[config.mk]
export PLATFORM = sky130hd
export DESIGN_NAME = score_tracker_flat
export DESIGN_NICKNAME = d
export VERILOG_FILES = /design/src/rtl/score_pkg.sv /design/src/rtl/score_tracker_if.sv /design/src/rtl/score_sat_arith.sv /design/src/rtl/score_tracker.sv /design/src/flat_wrapper.sv
export SDC_FILE = /design/constraint.sdc
export NUM_CORES = 1
export LEC_CHECK = 0
export BUFFER_PORTS_ARGS = -buffer_cell sky130_fd_sc_hd__clkbuf_2
export CORE_MARGIN = 1.5
export CORE_UTILIZATION = 58
export CTS_CLUSTER_SIZE = 30
export DETAILED_ROUTE_END_ITERATION = 6
export GPL_TIMING_DRIVEN = 1
export PLACE_DENSITY = 0.87
export SYNTH_ARGS = -nofsm -noshare
export SYNTH_HDL_FRONTEND = slang
export SYNTH_HIERARCHICAL = 1
export SYNTH_SLANG_ARGS = --single-unit
[constraint.sdc]
create_clock -name clk -period 4.3 [get_ports clk]
set_clock_uncertainty 0.1 [all_clocks]
set_input_delay 0.43 -clock clk [delete_from_list [all_inputs] [get_ports clk]]
set_output_delay 0.43 -clock clk [all_outputs]
set_load 0.02 [all_outputs]
[src/rtl/score_pkg.sv]
// Shared types and default constants for the score tracker.
package score_pkg;

  typedef enum logic [1:0] {
    IDLE = 2'd0,
    PLAY = 2'd1,
    OVER = 2'd2
  } game_state_t;

  localparam int unsigned LIVES_W          = 4;
  localparam int unsigned DEF_SCORE_W      = 8;
  localparam int unsigned DEF_STREAK_W     = 4;
  localparam int unsigned DEF_BONUS_THRESH = 3;
  localparam int unsigned DEF_PENALTY      = 1;
  localparam int unsigned DEF_LIVES        = 3;

endpackage

[src/rtl/score_tracker_if.sv]
// Control inputs and display-side outputs of the score tracker.
interface score_tracker_if
  import score_pkg::*;
#(
  parameter int unsigned SCORE_W  = DEF_SCORE_W,
  parameter int unsigned STREAK_W = DEF_STREAK_W
);

  logic                start;
  logic                game_end;
  logic                answer_valid;
  logic                answer_correct;
  logic [SCORE_W-1:0]  score;
  logic [SCORE_W-1:0]  high_score;
  logic [STREAK_W-1:0] streak;
  logic [LIVES_W-1:0]  lives;
  logic                playing;
  logic                game_over;
  logic                new_high;

  modport master (
    output start, game_end, answer_valid, answer_correct,
    input  score, high_score, streak, lives, playing, game_over, new_high
  );

  modport slave (
    input  start, game_end, answer_valid, answer_correct,
    output score, high_score, streak, lives, playing, game_over, new_high
  );

endinterface

[src/rtl/score_sat_arith.sv]
// Next-score arithmetic: saturating +1/+2 on a correct answer, floored -PENALTY otherwise.
module score_sat_arith #(
  parameter int unsigned SCORE_W = 8,
  parameter int unsigned PENALTY = 1
) (
  input  logic [SCORE_W-1:0] score,
  input  logic               correct,
  input  logic               bonus,
  output logic [SCORE_W-1:0] score_next
);

  logic [SCORE_W:0] sum;

  always_comb begin
    sum = {1'b0, score} + (bonus ? (SCORE_W + 1)'(2) : (SCORE_W + 1)'(1));
    if (correct) begin
      score_next = sum[SCORE_W] ? '1 : sum[SCORE_W-1:0];
    end else if (32'(score) < PENALTY) begin
      score_next = '0;
    end else begin
      score_next = score - SCORE_W'(PENALTY);
    end
  end

endmodule

[src/rtl/score_tracker.sv]
// Game session tracker: lives, streak bonus, saturating score and optional high score
// (high score built only when SCORE_TRACKER_HIGH_SCORE_EN is defined).
module score_tracker
  import score_pkg::*;
#(
  parameter int unsigned SCORE_W      = DEF_SCORE_W,
  parameter int unsigned STREAK_W     = DEF_STREAK_W,
  parameter int unsigned BONUS_THRESH = DEF_BONUS_THRESH,
  parameter int unsigned PENALTY      = DEF_PENALTY,
  parameter int unsigned LIVES        = DEF_LIVES
) (
  input logic            clk,
  input logic            rst,
  score_tracker_if.slave bus
);

  game_state_t         state_q, state_d;
  logic [SCORE_W-1:0]  score_q, score_d, score_calc;
  logic [STREAK_W-1:0] streak_q, streak_d;
  logic [LIVES_W-1:0]  lives_q, lives_d;
  logic                bonus, end_game;

  assign bonus = 32'(streak_q) >= BONUS_THRESH;

  score_sat_arith #(
    .SCORE_W (SCORE_W),
    .PENALTY (PENALTY)
  ) u_arith (
    .score      (score_q),
    .correct    (bus.answer_correct),
    .bonus      (bonus),
    .score_next (score_calc)
  );

  always_comb begin
    state_d  = state_q;
    score_d  = score_q;
    streak_d = streak_q;
    lives_d  = lives_q;
    end_game = 1'b0;
    unique case (state_q)
      IDLE, OVER: begin
        // A start wins over any answer strobe in the same cycle.
        if (bus.start) begin
          state_d  = PLAY;
          score_d  = '0;
          streak_d = '0;
          lives_d  = LIVES_W'(LIVES);
        end
      end
      PLAY: begin
        end_game = bus.game_end;
        if (bus.answer_valid) begin
          score_d = score_calc;
          if (bus.answer_correct) begin
            streak_d = (streak_q == '1) ? streak_q : streak_q + STREAK_W'(1);
          end else begin
            streak_d = '0;
            lives_d  = lives_q - LIVES_W'(1);
            if (lives_q == LIVES_W'(1)) end_game = 1'b1;
          end
        end
        if (end_game) state_d = OVER;
      end
      default: state_d = IDLE;
    endcase
  end

  always_ff @(posedge clk) begin
    if (!rst) begin
      state_q  <= IDLE;
      score_q  <= '0;
      streak_q <= '0;
      lives_q  <= LIVES_W'(LIVES);
    end else begin
      state_q  <= state_d;
      score_q  <= score_d;
      streak_q <= streak_d;
      lives_q  <= lives_d;
    end
  end

`ifdef SCORE_TRACKER_HIGH_SCORE_EN
  logic [SCORE_W-1:0] high_q;
  logic               new_high_q;

  // Compare against score_d so an answer landing with game_end is counted.
  always_ff @(posedge clk) begin
    if (!rst) begin
      high_q     <= '0;
      new_high_q <= 1'b0;
    end else begin
      new_high_q <= 1'b0;
      if (state_q == PLAY && state_d == OVER && score_d > high_q) begin
        high_q     <= score_d;
        new_high_q <= 1'b1;
      end
    end
  end

  assign bus.high_score = high_q;
  assign bus.new_high   = new_high_q;
`else
  assign bus.high_score = '0;
  assign bus.new_high   = 1'b0;
`endif

  assign bus.score     = score_q;
  assign bus.streak    = streak_q;
  assign bus.lives     = lives_q;
  assign bus.playing   = (state_q == PLAY);
  assign bus.game_over = (state_q == OVER);

endmodule
[src/flat_wrapper.sv]
// flat-port wrapper written by rule: the top's interface ports become plain ports
module score_tracker_flat import score_pkg::*;
#(
  parameter int unsigned SCORE_W      = DEF_SCORE_W,
  parameter int unsigned STREAK_W     = DEF_STREAK_W,
  parameter int unsigned BONUS_THRESH = DEF_BONUS_THRESH,
  parameter int unsigned PENALTY      = DEF_PENALTY,
  parameter int unsigned LIVES        = DEF_LIVES
)
  (clk, rst, bus_start, bus_game_end, bus_answer_valid, bus_answer_correct, bus_score, bus_high_score, bus_streak, bus_lives, bus_playing, bus_game_over, bus_new_high);
  score_tracker_if #(.SCORE_W(SCORE_W), .STREAK_W(STREAK_W)) bus_i ();
  input logic clk;
  input logic rst;
  input wire logic [$bits(bus_i.start)-1:0] bus_start;
  input wire logic [$bits(bus_i.game_end)-1:0] bus_game_end;
  input wire logic [$bits(bus_i.answer_valid)-1:0] bus_answer_valid;
  input wire logic [$bits(bus_i.answer_correct)-1:0] bus_answer_correct;
  output wire logic [$bits(bus_i.score)-1:0] bus_score;
  output wire logic [$bits(bus_i.high_score)-1:0] bus_high_score;
  output wire logic [$bits(bus_i.streak)-1:0] bus_streak;
  output wire logic [$bits(bus_i.lives)-1:0] bus_lives;
  output wire logic [$bits(bus_i.playing)-1:0] bus_playing;
  output wire logic [$bits(bus_i.game_over)-1:0] bus_game_over;
  output wire logic [$bits(bus_i.new_high)-1:0] bus_new_high;
  assign bus_i.start = bus_start;
  assign bus_i.game_end = bus_game_end;
  assign bus_i.answer_valid = bus_answer_valid;
  assign bus_i.answer_correct = bus_answer_correct;
  assign bus_score = bus_i.score;
  assign bus_high_score = bus_i.high_score;
  assign bus_streak = bus_i.streak;
  assign bus_lives = bus_i.lives;
  assign bus_playing = bus_i.playing;
  assign bus_game_over = bus_i.game_over;
  assign bus_new_high = bus_i.new_high;
  score_tracker #(.SCORE_W(SCORE_W), .STREAK_W(STREAK_W), .BONUS_THRESH(BONUS_THRESH), .PENALTY(PENALTY), .LIVES(LIVES)) u_core (.clk(clk), .rst(rst), .bus(bus_i));
endmodule
Word level (Yosys, flattened, before mapping)
Index checks and enable logic that the tools add are counted.
Widths: inputs -> output; s select.
Word-level totals
  input bits: 6
  register bits: 18
  logic and storage cells: 49
Cells by class
  eq/ne operators: 9
  order comparisons: 2
  multiplexer cells: 23
  reductions and logical operators: 7
  $add $sub $neg: 4
Operators by type and width (number)
  $mux 8: 5
  $mux 4: 7
  $pmux 4 s2: 2
  $pmux 8 s2: 1
  $add 8x9->9: 1
  $lt 8x1->1 const B: 1
  $reduce_and 4->1: 2
  $sub 8x1->8 const B: 1
  $mux 2: 3
  $ne 2x2->1 const B: 3
  $add 4x1->4 const B: 1
  $eq 4x1->1 const B: 1
  $eq 4x4->1 const B: 1
  $ge 4x2->1 const B: 1
  $mux 1: 4
  $pmux 2 s2: 1
  $sub 4x1->4 const B: 1
  $ne 3x3->1 const B: 1
  $reduce_and 3->1: 1
  $eq 2x1->1 const B: 1
  $eq 2x2->1 const B: 1
  $logic_not 2->1: 1
  $ne 2x1->1 const B: 1
  $reduce_and 2->1: 1
  other kinds (2): 2

Longest topological paths before layout
  depth after elaboration: 7
  gate-level depth with buffers: 12
  depth with buffers taken out: 12

Modules after synthesis
Netlist, hierarchy kept.
Modules (own cells, without submodules)
  score_tracker: area each 1058.5 µm², cells an instance 120, seq. area each 360.3 µm², instances 1
  score_sat_arith: area each 422.9 µm², cells an instance 63, seq. area each 0.0 µm², instances 1

Worst setup path before layout
Ideal clock, no wire load.
  path kind: reg-to-reg
  from: register u_core.streak_q[0], in the netlist u_core/bus.streak[0]
  to: register u_core.score_q[4], in the netlist u_core/bus.score[4]
  path buffers: 0
  setup slack: 1.565 ns
  stages on the path, launching flop included: 13
  arrival: 2.565 ns
  data required time: 4.130 ns
  cells stage by stage: dfxtp_1 ha_1 or3_1 inv_1 ha_1 inv_1 fa_1 nand2b_1 nor2_1 nand3_1 a31oi_1 o211ai_1 a21oi_1
On the way
  longest elaborated chain between the ends: 7
RTL lines
  from (decl): line score_tracker.sv:19  | logic [STREAK_W-1:0] streak_q, streak_d;
  from (signal assigned): line score_tracker.sv:78  | streak_q <= streak_d;
  $ge 4x2->1: line score_tracker.sv:23  | assign bonus = 32'(streak_q) >= BONUS_THRESH;
  net u_core.bonus: line score_tracker.sv:21  | logic bonus, end_game;
  $mux 2: line score_sat_arith.sv:15  | sum = {1'b0, score} + (bonus ? (SCORE_W + 1)'(2) : (SCORE_W + 1)'(1));
  $add 8x9->9: line score_sat_arith.sv:15
  $mux 8: line score_sat_arith.sv:17  | score_next = sum[SCORE_W] ? '1 : sum[SCORE_W-1:0];
  $mux 8: line score_sat_arith.sv:16  | if (correct) begin
  net u_core.score_calc[4]: line score_tracker.sv:18  | logic [SCORE_W-1:0] score_q, score_d, score_calc;
  $mux 8: line score_tracker.sv:53  | if (bus.answer_valid) begin
  $pmux 8 s2: line score_tracker.sv:41  | unique case (state_q)
  to (signal assigned): line score_tracker.sv:77  | score_q <= score_d;
  to (decl): line score_tracker.sv:18
The timed path passes the listed nets, and every way through them passes these cells. The select of a mux whose other input is x is not followed.
A chain may end at the register's enable or synchronous reset.

Worst setup path in the final report
Same ends and word-level chain as after synthesis.

==> impl_metrics.csv <==
group,metric,value,unit
status,outcome,"completed",
cells_and_area,fill_cells,225,
global_route,grt_pass1_wl,5.57,mm
cells_and_area,nNetsFinal,210,
drt,viasPerCell,6.22,
cells_and_area,drive_gt1_share,17.9,%
drt,antenna_left,0,
clock_network,clock_latency,0.30,ns
synthesis,synth.distinct_cells,50,
drt,wl,3.38,mm
floorplanning,die_x,53.5,µm
timing,grt_setup_unrepaired,"false",
drt,drc_errors,0,
clock_network,cts-root-buf,"clkbuf_4",
setup_path,crit_start,"u_core/bus.streak[0]",
timing,max_slew_margin,54.7,%
floorplanning,die_area,0.00287,mm²
timing,final.min_clock_period,2.94,ns
synthesis,synth_flop_cell,"dfxtp_1",
pwr,leakage,0.615,nW
synthesis,synth-seq-cells,18,
clock_network,cts_tree,"done",
synthesis,synth_edf_count,0,
cells_and_area,diodes,0,
placed_design,port_buffers,23,
floorplanning,coreArea,0.00245,mm²
clock_network,path_clk_slew,0.11,ns
global_route,grt-ovfl-total,0,
timing,period_share,68.4,%
clock_network,max-clock-path-buffers,2,
setup_path,crit_required,4.44,ns
clock_network,hold_buffers,0,
timing,worst_pin_slew,0.680,ns
synthesis,seq_area_frac_synth,24.3,%
floorplanning,rows,18,
timing,hold_viol,0,
clock_network,cts.sinks,18,
synthesis,synthesis.area,0.00148,mm²
global_route,antenna_found_initial,0,
setup_path,critPathCaptureType,"register",
hold_path,hp-start,"rst",
clock_network,cts_max_level,1,
timing,finalMaxSlewViolations,0,
global_route,track_usage,26.6,%
drt,drtPass1Iterations,4,
clock_network,cts_buffers,3,
setup_path,cp-start-kind,"register",
global_route,grt_max_degree,18,
timing,tns,0,ns
drt,first_iter_violations,57,
drt,routedWlPerCell,14.9,µm
placed_design,hpwlAfterDp,2.46,mm
setup_path,critPathArrivalTime,3.08,ns
synthesis,synth_warnings,6,
synthesis,synth.avg_cell_area,8.10,µm²
hold_path,min_path_type,"in2reg",
pwr,ir_worst_vdd,0.189,mV
clock_network,cts_setup_buffers,0,
setup_path,crit_path_max_fanout,6,
setup_path,path_class,"reg2reg",
setup_path,reg2reg_from,"u_core/bus.streak[0]",
synthesis,syn_inst,183,
floorplanning,fp.dieH,53.5,µm
cells_and_area,syn_to_final_growth,4.98,%
clock_network,cts-resized-gates,0,
floorplanning,ios,33,
synthesis,async_flop_share,0,%
global_route,grt_pass1_vias,1213,
pwr,finalPower,0.347,mW
timing,setup-violations-final,0,
run,maxCapViolations,0,
pwr,p_per_area,223,mW/mm²
floorplanning,initial_core_util,60.3,%
drt,vias,1406,
placed_design,place_congestion,0.836,
timing,fmax,340,MHz
==> layout by cell type, fill, tap and decap left out, types with 4 or more instances in the layout <==
cell / Yosys / routed
clkbuf_2: 0 / 23
dfxtp_1: 18 / 18
nand3_1: 16 / 16
inv_1: 10 / 10
a21oi_1: 10 / 10
nand2_1: 9 / 9
o21ai_0: 9 / 9
o211ai_1: 9 / 9
conb_1: 1 / 9
nor2_1: 8 / 8
nor3_1: 6 / 6
ha_1: 6 / 6
nor2b_1: 4 / 4
nand2b_1: 4 / 4
o22ai_1: 4 / 4
==> worst paths after layout <==
path,endpoint,slack (ns),depth (start not counted)
worst min register to register,u_core/bus.lives[3],0.41,2
worst min-delay path,u_core/bus.lives[0],0.34,2
worst max-delay path,u_core/bus.score[4],1.36,12
worst max register to register,u_core/bus.score[4],1.36,12
==> final cells by class <==
class                   instances  area [µm²]  area share [%]
well taps                      30        37.5            2.41
repair buffers                 23         115            7.40
flip-flops and latches         18         360            23.2
clock buffers                   4        36.3            2.33
multi-input cells             141         968            62.3
inverters                      10        37.5            2.41
==> power breakdown <==
part / internal (mW) / leakage [nW] / switching (mW)
clock: 0.0518 / 0.0210 / 0.0566
sequential: 0.169 / 0.146 / 0.00579
combinational: 0.0201 / 0.449 / 0.0432
total: 0.241 / 0.615 / 0.106
==> synthesized netlist by cell type, types with 2 or more instances <==
cell | n | area (µm²)
a211oi_1 | 2 | 15.0
a21boi_0 | 2 | 15.0
a21o_1 | 2 | 15.0
a21oi_1 | 10 | 50.1
a31oi_1 | 3 | 18.8
buf_2 | 8 | 40.0
buf_4 | 10 | 75.1
buf_6 | 2 | 22.5
clkbuf_1 | 2 | 7.51
dfxtp_1 | 18 | 360
ha_1 | 6 | 75.1
inv_1 | 10 | 37.5
mux2i_1 | 2 | 20.0
nand2_1 | 9 | 33.8
nand2b_1 | 4 | 25.0
nand3_1 | 16 | 80.1
nand3b_1 | 2 | 15.0
nor2_1 | 8 | 30.0
nor2b_1 | 4 | 25.0
nor3_1 | 6 | 30.0
nor4_1 | 3 | 18.8
o211ai_1 | 9 | 67.6
o21a_1 | 3 | 22.5
o21ai_0 | 9 | 45.0
o22ai_1 | 4 | 25.0
or3_1 | 3 | 18.8
xnor2_1 | 3 | 26.3
==> stage by stage <==
stage	cell area (µm²)	hold slack [ns]	instances	utilization [%]	setup slack (ns)
final	1560	0.344	226	63.4	1.36
after global routing	1560	0.352	226	63.4	1.09
after CTS	1560	0.336	226	63.4	1.39
after detailed placement	1520	0.389	222	61.9	1.42
after global placement	1520	0.383	222	61.9	1.51
after floorplan	1510	0.452	191	-	1.56
==> layer usage <==
metal	global-route usage (%)	vias to the layer above	routed length, µm
met5	0	-	0
met1	35.0	663	1460
met4	10.3	0	30
li1	-	686	-
met2	43.8	53	1710
met3	4.17	4	168
==> critical path: stages, from the launching register on <==
cell and delay, ns:
dfxtp_1 0.36, ha_1 0.27, or3_1 0.36, inv_1 0.12
ha_1 0.18, inv_1 0.06, fa_1 0.39, nand2b_1 0.24
nor2_1 0.18, nand3_1 0.16, a31oi_1 0.20, o211ai_1 0.10
a21oi_1 0.16
==> logic make-up (layout without fill, tap and decap cells) <==
family | after synthesis | after routing | synth area share [%]
compound gates | 53 | 53 | 25.8
buf+inv | 32 | 37 | 12.3
mux | 2 | 2 | 1.35
flops | 18 | 18 | 24.3
simple gates | 67 | 67 | 27.8
fa+ha+maj | 7 | 7 | 6.42
other cells | 1 | 9 | 0.253
xor+xnor | 3 | 3 | 1.77
==> flip-flops by register name, summed over array words and instances, names as in the netlist <==
| signal | flops |
|---|---|
| u_core/state_q | 2 |
| u_core/bus.streak | 4 |
| u_core/bus.lives | 4 |
| u_core/bus.score | 8 |
No activity file was read; power rests on OpenSTA's default activity.
